--- config.mk ---
export PLATFORM = sky130hd
export DESIGN_NAME = pipe_pc_ctrl_flat
export DESIGN_NICKNAME = d
export VERILOG_FILES = /design/src/rtl/pipe_pc_ctrl_if.sv /design/src/rtl/pipe_pc_ctrl.sv /design/src/flat_wrapper.sv
export SDC_FILE = /design/constraint.sdc
export NUM_CORES = 1
export LEC_CHECK = 0
export ABC_AREA = 1
export CELL_PAD_IN_SITES_DETAIL_PLACEMENT = 1
export CELL_PAD_IN_SITES_GLOBAL_PLACEMENT = 2
export CORE_ASPECT_RATIO = 1.2
export CORE_MARGIN = 10
export CORE_UTILIZATION = 24
export DETAILED_ROUTE_END_ITERATION = 10
export GPL_ROUTABILITY_DRIVEN = 0
export PLACE_DENSITY_LB_ADDON = 0.1
export SYNTH_ARGS = -nofsm -noshare
export SYNTH_HDL_FRONTEND = slang
export SYNTH_SLANG_ARGS = --single-unit
--- constraint.sdc ---
create_clock -name clk -period 1.83 [get_ports clk]
set_input_delay 0.183 -clock clk [delete_from_list [all_inputs] [get_ports clk]]
set_output_delay 0.183 -clock clk [all_outputs]
set_load 0.03 [all_outputs]
--- src/rtl/pipe_pc_ctrl_if.sv ---
// -----------------------------------------------------------------------------
// pipe_pc_ctrl_if
// Bundle of the request/response signals between the IF-stage front end and
// the program-counter controller. Names are taken from the controller's point
// of view: i_* flow into the controller, o_* flow out of it.
//
// Parameters:
//   WIDTH        PC / target width in bits
// Signals:
//   i_stall      hold the PC this cycle
//   i_exc        exception redirect request
//   i_br_taken   EX branch redirect request, target on i_br_target
//   i_jmp        ID jump redirect request, target on i_jmp_target
//   i_call       push return address (return-address stack builds only)
//   i_ret        pop-and-redirect (return-address stack builds only)
//   o_pc         current fetch PC
//   o_pc_valid   o_pc is a legitimate fetch address
//   o_flush      one-cycle pulse after a non-sequential PC load
//   o_ras_err    one-cycle pulse after a ret on an empty stack
// Modports:
//   master       request side (front end / testbench)
//   slave        the controller
// -----------------------------------------------------------------------------
interface pipe_pc_ctrl_if #(
    parameter int unsigned WIDTH = 32
);
    logic             i_stall;
    logic             i_exc;
    logic             i_br_taken;
    logic [WIDTH-1:0] i_br_target;
    logic             i_jmp;
    logic [WIDTH-1:0] i_jmp_target;
    logic             i_call;
    logic             i_ret;
    logic [WIDTH-1:0] o_pc;
    logic             o_pc_valid;
    logic             o_flush;
    logic             o_ras_err;

    modport master (
        output i_stall, i_exc, i_br_taken, i_br_target, i_jmp, i_jmp_target,
               i_call, i_ret,
        input  o_pc, o_pc_valid, o_flush, o_ras_err
    );

    modport slave (
        input  i_stall, i_exc, i_br_taken, i_br_target, i_jmp, i_jmp_target,
               i_call, i_ret,
        output o_pc, o_pc_valid, o_flush, o_ras_err
    );
endinterface

--- src/rtl/pipe_pc_ctrl.sv ---
// -----------------------------------------------------------------------------
// pipe_pc_ctrl
// Fetch program-counter controller for the IF stage. Holds the fetch PC,
// advances it by INC, and applies prioritised redirects
// (exception > branch > jump > return). Redirects seen while stalled are held
// in a single pending slot and applied on the first unstalled edge.
//
// Optional feature: define PIPEPC_RAS_EN to build a RAS_DEPTH-entry circular
// return-address stack driven by call/ret. Without it call/ret are ignored
// and o_ras_err is constant 0.
//
// Ports:
//   clk   rising-edge clock
//   rst   asynchronous active-high reset
//   bus   pipe_pc_ctrl_if.slave (requests in, registered PC/status out)
// -----------------------------------------------------------------------------
module pipe_pc_ctrl #(
    parameter int unsigned      WIDTH     = 32,
    parameter logic [WIDTH-1:0] RESET_VEC = '0,
    parameter logic [WIDTH-1:0] EXC_VEC   = WIDTH'(32'h0000_0008),
    parameter int unsigned      INC       = 4,
    parameter int unsigned      RAS_DEPTH = 4
) (
    input  logic          clk,
    input  logic          rst,
    pipe_pc_ctrl_if.slave bus
);
    typedef enum logic [1:0] {S_BOOT, S_RUN, S_PEND} state_t;

    // Redirect priorities; 0 means "no redirect".
    localparam logic [1:0] P_NONE = 2'd0;
    localparam logic [1:0] P_JMP  = 2'd1;
    localparam logic [1:0] P_BR   = 2'd2;
    localparam logic [1:0] P_EXC  = 2'd3;

    state_t           r_state, w_state_next;
    logic [WIDTH-1:0] r_pc, w_pc_next;
    logic             r_pc_valid, w_pc_valid_next;
    logic             r_flush, w_flush_next;
    logic             r_ras_err, w_ras_err_next;
    logic [1:0]       r_pend_prio, w_pend_prio_next;
    logic [WIDTH-1:0] r_pend_tgt, w_pend_tgt_next;

    logic [1:0]       w_live_prio;
    logic [WIDTH-1:0] w_live_tgt;
    logic [WIDTH-1:0] w_seq_pc;
    logic             w_call, w_ret;
    logic             w_push, w_pop;
    logic             w_ras_nonempty;
    logic [WIDTH-1:0] w_ras_top_val;

    assign w_seq_pc = r_pc + WIDTH'(INC);

    // Highest-priority bufferable request this cycle (ret is not bufferable).
    always_comb begin
        w_live_prio = P_NONE;
        w_live_tgt  = '0;
        if (bus.i_exc) begin
            w_live_prio = P_EXC;
            w_live_tgt  = EXC_VEC;
        end else if (bus.i_br_taken) begin
            w_live_prio = P_BR;
            w_live_tgt  = bus.i_br_target;
        end else if (bus.i_jmp) begin
            w_live_prio = P_JMP;
            w_live_tgt  = bus.i_jmp_target;
        end
    end

    always_ff @(posedge clk or posedge rst) begin
        if (rst) begin
            r_state     <= S_BOOT;
            r_pc        <= RESET_VEC;
            r_pc_valid  <= 1'b0;
            r_flush     <= 1'b0;
            r_ras_err   <= 1'b0;
            r_pend_prio <= P_NONE;
            r_pend_tgt  <= '0;
        end else begin
            r_state     <= w_state_next;
            r_pc        <= w_pc_next;
            r_pc_valid  <= w_pc_valid_next;
            r_flush     <= w_flush_next;
            r_ras_err   <= w_ras_err_next;
            r_pend_prio <= w_pend_prio_next;
            r_pend_tgt  <= w_pend_tgt_next;
        end
    end

    always_comb begin
        w_state_next     = r_state;
        w_pc_next        = r_pc;
        w_pc_valid_next  = r_pc_valid;
        w_flush_next     = 1'b0;
        w_ras_err_next   = 1'b0;
        w_pend_prio_next = r_pend_prio;
        w_pend_tgt_next  = r_pend_tgt;
        w_push           = 1'b0;
        w_pop            = 1'b0;
        case (r_state)
            S_BOOT: begin
                // Requests and stall are deliberately ignored here.
                w_state_next    = S_RUN;
                w_pc_valid_next = 1'b1;
            end
            S_RUN: begin
                if (bus.i_stall) begin
                    if (w_live_prio != P_NONE) begin
                        w_pend_prio_next = w_live_prio;
                        w_pend_tgt_next  = w_live_tgt;
                        w_state_next     = S_PEND;
                    end
                end else begin
                    w_push = w_call;
                    if (w_live_prio != P_NONE) begin
                        w_pc_next    = w_live_tgt;
                        w_flush_next = 1'b1;
                    end else if (w_ret && w_ras_nonempty) begin
                        w_pc_next    = w_ras_top_val;
                        w_flush_next = 1'b1;
                        w_pop        = 1'b1;
                    end else begin
                        w_pc_next      = w_seq_pc;
                        w_ras_err_next = w_ret;
                    end
                end
            end
            S_PEND: begin
                if (bus.i_stall) begin
                    // >= lets an equal-priority request refresh the target
                    // while keeping exc sticky against br/jmp.
                    if (w_live_prio != P_NONE && w_live_prio >= r_pend_prio) begin
                        w_pend_prio_next = w_live_prio;
                        w_pend_tgt_next  = w_live_tgt;
                    end
                end else begin
                    // Pending always outranks ret, so no pop can occur here.
                    w_push = w_call;
                    if (w_live_prio != P_NONE && w_live_prio >= r_pend_prio)
                        w_pc_next = w_live_tgt;
                    else
                        w_pc_next = r_pend_tgt;
                    w_flush_next     = 1'b1;
                    w_pend_prio_next = P_NONE;
                    w_state_next     = S_RUN;
                end
            end
            default: begin
                w_state_next = S_BOOT;
            end
        endcase
    end

`ifdef PIPEPC_RAS_EN
    localparam int unsigned RAS_AW = $clog2(RAS_DEPTH);

    logic [WIDTH-1:0]  r_ras_mem [RAS_DEPTH];
    logic [RAS_AW-1:0] r_ras_top;
    logic [RAS_AW:0]   r_ras_cnt;

    assign w_call         = bus.i_call;
    assign w_ret          = bus.i_ret;
    assign w_ras_nonempty = (r_ras_cnt != '0);
    assign w_ras_top_val  = r_ras_mem[r_ras_top];

    // Pointer/count: full pushes wrap over the oldest entry and the count
    // saturates; pop+push leaves the pointer alone and rewrites the top.
    always_ff @(posedge clk or posedge rst) begin
        if (rst) begin
            r_ras_top <= '0;
            r_ras_cnt <= '0;
        end else if (w_pop && !w_push) begin
            r_ras_top <= r_ras_top - 1'b1;
            r_ras_cnt <= r_ras_cnt - 1'b1;
        end else if (w_push && !w_pop) begin
            r_ras_top <= r_ras_top + 1'b1;
            if (r_ras_cnt != (RAS_AW+1)'(RAS_DEPTH))
                r_ras_cnt <= r_ras_cnt + 1'b1;
        end
    end

    // Stack storage has no reset; the count alone defines which entries are live.
    always_ff @(posedge clk) begin
        if (w_push && w_pop)
            r_ras_mem[r_ras_top] <= w_seq_pc;
        else if (w_push)
            r_ras_mem[r_ras_top + 1'b1] <= w_seq_pc;
    end

    assign bus.o_ras_err = r_ras_err;
`else
    assign w_call         = 1'b0;
    assign w_ret          = 1'b0;
    assign w_ras_nonempty = 1'b0;
    assign w_ras_top_val  = '0;
    assign bus.o_ras_err  = 1'b0;

    wire w_unused_ras = ^{bus.i_call, bus.i_ret, w_push, w_pop, r_ras_err,
                          32'(RAS_DEPTH)};
`endif

    assign bus.o_pc       = r_pc;
    assign bus.o_pc_valid = r_pc_valid;
    assign bus.o_flush    = r_flush;
endmodule

--- src/flat_wrapper.sv ---
// flat-port wrapper written by rule: the top's interface ports become plain ports
module pipe_pc_ctrl_flat 
#(
    parameter int unsigned      WIDTH     = 32,
    parameter logic [WIDTH-1:0] RESET_VEC = '0,
    parameter logic [WIDTH-1:0] EXC_VEC   = WIDTH'(32'h0000_0008),
    parameter int unsigned      INC       = 4,
    parameter int unsigned      RAS_DEPTH = 4
)
  (clk, rst, bus_i_stall, bus_i_exc, bus_i_br_taken, bus_i_br_target, bus_i_jmp, bus_i_jmp_target, bus_i_call, bus_i_ret, bus_o_pc, bus_o_pc_valid, bus_o_flush, bus_o_ras_err);
  pipe_pc_ctrl_if #(.WIDTH(WIDTH)) bus_i ();
  input  logic clk;
  input  logic rst;
  input wire logic [$bits(bus_i.i_stall)-1:0] bus_i_stall;
  input wire logic [$bits(bus_i.i_exc)-1:0] bus_i_exc;
  input wire logic [$bits(bus_i.i_br_taken)-1:0] bus_i_br_taken;
  input wire logic [$bits(bus_i.i_br_target)-1:0] bus_i_br_target;
  input wire logic [$bits(bus_i.i_jmp)-1:0] bus_i_jmp;
  input wire logic [$bits(bus_i.i_jmp_target)-1:0] bus_i_jmp_target;
  input wire logic [$bits(bus_i.i_call)-1:0] bus_i_call;
  input wire logic [$bits(bus_i.i_ret)-1:0] bus_i_ret;
  output wire logic [$bits(bus_i.o_pc)-1:0] bus_o_pc;
  output wire logic [$bits(bus_i.o_pc_valid)-1:0] bus_o_pc_valid;
  output wire logic [$bits(bus_i.o_flush)-1:0] bus_o_flush;
  output wire logic [$bits(bus_i.o_ras_err)-1:0] bus_o_ras_err;
  assign bus_i.i_stall = bus_i_stall;
  assign bus_i.i_exc = bus_i_exc;
  assign bus_i.i_br_taken = bus_i_br_taken;
  assign bus_i.i_br_target = bus_i_br_target;
  assign bus_i.i_jmp = bus_i_jmp;
  assign bus_i.i_jmp_target = bus_i_jmp_target;
  assign bus_i.i_call = bus_i_call;
  assign bus_i.i_ret = bus_i_ret;
  assign bus_o_pc = bus_i.o_pc;
  assign bus_o_pc_valid = bus_i.o_pc_valid;
  assign bus_o_flush = bus_i.o_flush;
  assign bus_o_ras_err = bus_i.o_ras_err;
  pipe_pc_ctrl #(.WIDTH(WIDTH), .RESET_VEC(RESET_VEC), .EXC_VEC(EXC_VEC), .INC(INC), .RAS_DEPTH(RAS_DEPTH)) u_core (.clk(clk), .rst(rst), .bus(bus_i));
endmodule
==> impl_metrics.py <==
metrics = {
    "sta": {
        "skew_ps": 11.4,
        "finalHoldViolations": 0,
        "setup_violations": 0,
        "slew_violations": 0,
        "layout_setup_ws_ps": 59.0,
        "setup_tns_ps": 0,
        "max_freq_mhz": 565,
        "finalCriticalPeriod_ps": 1770,
        "finalCritPeriodShare": 0.968,
        "rsz0062_at_grt": "true",
    },
    "die": {
        "die_area_mm2": 0.0286,
        "die_h_um": 183,
        "core_mm2": 0.0218,
        "num_rows": 59,
        "die_w_um": 156,
        "num_io_pins": 107,
        "initial_core_util": 0.245,
    },
    "placed_design": {
        "portBuffers": 103,
        "dp_slack_ps": -247,
        "dpl.hpwl_um": 18000,
        "place_inst": 1318,
    },
    "drt": {
        "vias": 6186,
        "drtPass1Iterations": 4,
        "ant_nets": 0,
        "dr_wl_met3_um": 651,
        "drc": 0,
        "routed_wl_um": 23000,
        "route.met2.wl_um": 12200,
        "dr.max_layer_used": "met4",
        "dr.first_iter.drc_count": 183,
        "via_per_inst": 4.62,
        "routedWlPerCell_um": 17.2,
        "wl_met1_um": 9790,
    },
    "worst_setup_path": {
        "cp_top_family": "buffers and inverters",
        "crit_path_end_kind": "primary output",
        "r2r-start": "u_core.bus.o_pc[3]",
        "cp_max_fo": 3,
        "critPathMaxStageDelay_ps": 670,
        "cp-start-kind": "register",
        "r2r-end": "u_core.bus.o_pc[27]",
        "r2r_slack_ps": 90,
        "cp_cell_sequence": "buf_6, buf_4, clkdlybuf4s50_1",
        "arrival_ps": 1590,
        "critPathKind": "reg2out",
        "critPathRequiredTime_ps": 1650,
        "crit_slowest_cell": "clkdlybuf4s50_1",
        "worst-path-buf-inv": 3,
        "rr_worst_depth": 11,
    },
    "global_routing": {
        "grt_antenna_before_repair": 0,
        "grt_max_degree": 61,
        "grt_pass1_wl_um": 36200,
        "grt_pass1_vias": 6678,
        "overflow": 0,
        "grt_util_all_layers": 0.161,
    },
    "final_layout": {
        "final_cells": 1338,
        "final_common_cell": "nand2_1",
        "layout_common_cells": "350 x nand2_1, 101 x clkdlybuf4s50_1, 100 x nand3_1",
        "drive_above_1_share": 0.165,
        "insertedDiodeCount": 0,
        "num-nets-final": 1137,
        "areaGrowthSynthToFinish_pct": 49.4,
    },
    "clocking": {
        "clock_path_buffers": 2,
        "cts_sinks": 70,
        "cts_buffers": 9,
        "cts_tree": "built",
        "clk_latency_ps": 350,
        "clk_pin_slew_ps": 60,
        "htreeDepth": 3,
        "root_buffer": "clkbuf_16",
    },
    "synth": {
        "syn-num-nets": 964,
        "synthCells": 887,
        "avgSynthCellArea_um2": 6.01,
        "synth.ff_latch_count": 70,
        "yosys.cell_types.count": 33,
        "yosys_warnings": 0,
        "syn_area_mm2": 0.00533,
        "synth_flop_cell": "dfrtp_1",
        "synth_edf_count": 0,
        "synthArstFlopShare": 1.00,
        "seq_area_frac_synth": 0.328,
    },
    "run_status": {
        "status": "finished, final reports clean",
    },
    "pwr": {
        "p_leak_uw": 0.00386,
        "vdd_ir_drop_max_uv": 665,
        "p_per_area_mw_per_mm2": 1500,
    },
    "worst_hold_path": {
        "hold_class": "in2async",
    },
    "flow_run": {
        "cap_violations": 0,
    },
}
[routing by layer]
layer | track usage | up-vias
li1 | - | 3141
met1 | 0.180 | 2947
met2 | 0.305 | 78
met3 | 0.0281 | 20
met4 | 0.0386 | 0
met5 | 0 | -
[metrics by stage]
stage | instance area, µm² | util | hold slack [ps] | power (µW)
after global routing | 7970 | 0.366 | 196 | 13000
after global placement | 7400 | 0.340 | 457 | 9570
after detailed placement | 7400 | 0.340 | 459 | 9640
after floorplan | 5340 | - | 352 | 6640
final | 7970 | 0.366 | 172 | 11900
after CTS | 7770 | 0.357 | 179 | 11800
[worst register-to-register path, delay by kind of cell, from the launching register on]
kind,cells,cell delay [ps]
AND/OR/NAND/NOR,8,990
flip-flops,1,370
buffers and inverters,3,260
[Yosys cell counts, types with 2 or more instances]
cell type / count / area [µm²]
clkbuf_1: 14 / 52.6
xor2_1: 2 / 17.5
a21boi_0: 4 / 30.0
nor2_2: 4 / 25.0
ha_1: 5 / 62.6
nand2_1: 360 / 1350
inv_2: 5 / 18.8
nand3_1: 106 / 531
and2_1: 2 / 12.5
nor2_1: 85 / 319
o21ai_1: 12 / 60.1
buf_6: 3 / 33.8
o21ai_0: 23 / 115
inv_1: 85 / 319
or2_2: 4 / 25.0
a31oi_1: 23 / 144
nand2_2: 3 / 18.8
dfrtp_1: 70 / 1750
a21oi_1: 28 / 140
nor2_4: 2 / 22.5
buf_2: 17 / 85.1
nand3b_1: 8 / 60.1
a21boi_1: 3 / 22.5
buf_1: 7 / 26.3
buf_4: 4 / 30.0
[what timing repair did]
item	CTS	global route
hold buffers	0	0
gates cloned	0	2
resized for setup	11	46
pin swaps	1	13
buffers inserted	0	4
setup endpoints to repair	6	65
[state kept, by name, summed over array words and instances (netlist names)]
register               count
u_core.r_pend_prio         2
u_core.bus.o_pc           32
u_core.r_pend_tgt         32
u_core.bus.o_pc_valid      1
u_core.bus.o_flush         1
u_core.r_state             2
[report_power, final]
group          internal, µW  total (µW)  switching (µW)
Combinational          2890        6860            3970
Sequential             2310        2930             624
Clock                  1370        2120             749
[cells by family after synthesis]
logic type                 count (synthesis)  synth area share
and+or+nand+nor                          577             0.448
buffers and inverters                    135             0.106
AOI/OAI and AO/OA                         96             0.101
DFF                                       70             0.328
adders and majority gates                  5            0.0117
xor gates and xnor gates                   3           0.00493
other                                      1          0.000703
[worst max path at each step]
stage	slack, ps	cells after the start	end	start
detailed placement	-250	12	u_core.bus.o_pc[2]	bus_i_exc
global placement	-230	13	u_core.bus.o_pc[24]	bus_i_br_taken
CTS	3	2	bus_o_pc[18]	u_core.bus.o_pc[18]
floorplan	70	10	u_core.bus.o_pc[22]	u_core.bus.o_pc[2]
global route	-60	11	u_core.bus.o_pc[27]	u_core.bus.o_pc[3]
finish	60	3	bus_o_pc[3]	u_core.bus.o_pc[3]
[area by class of cell]
| type | instances | area [µm²] |
|---|---|---|
| clock buffer | 10 | 239 |
| clock inverter | 5 | 106 |
| fill | 2757 | 13800 |
| inverter | 90 | 347 |
| multi-input combinational | 683 | 3160 |
| sequential | 70 | 1760 |
| tap | 274 | 343 |
| timing repair buffer | 206 | 2010 |
Note: power is estimated with default switching activity, not from simulation.
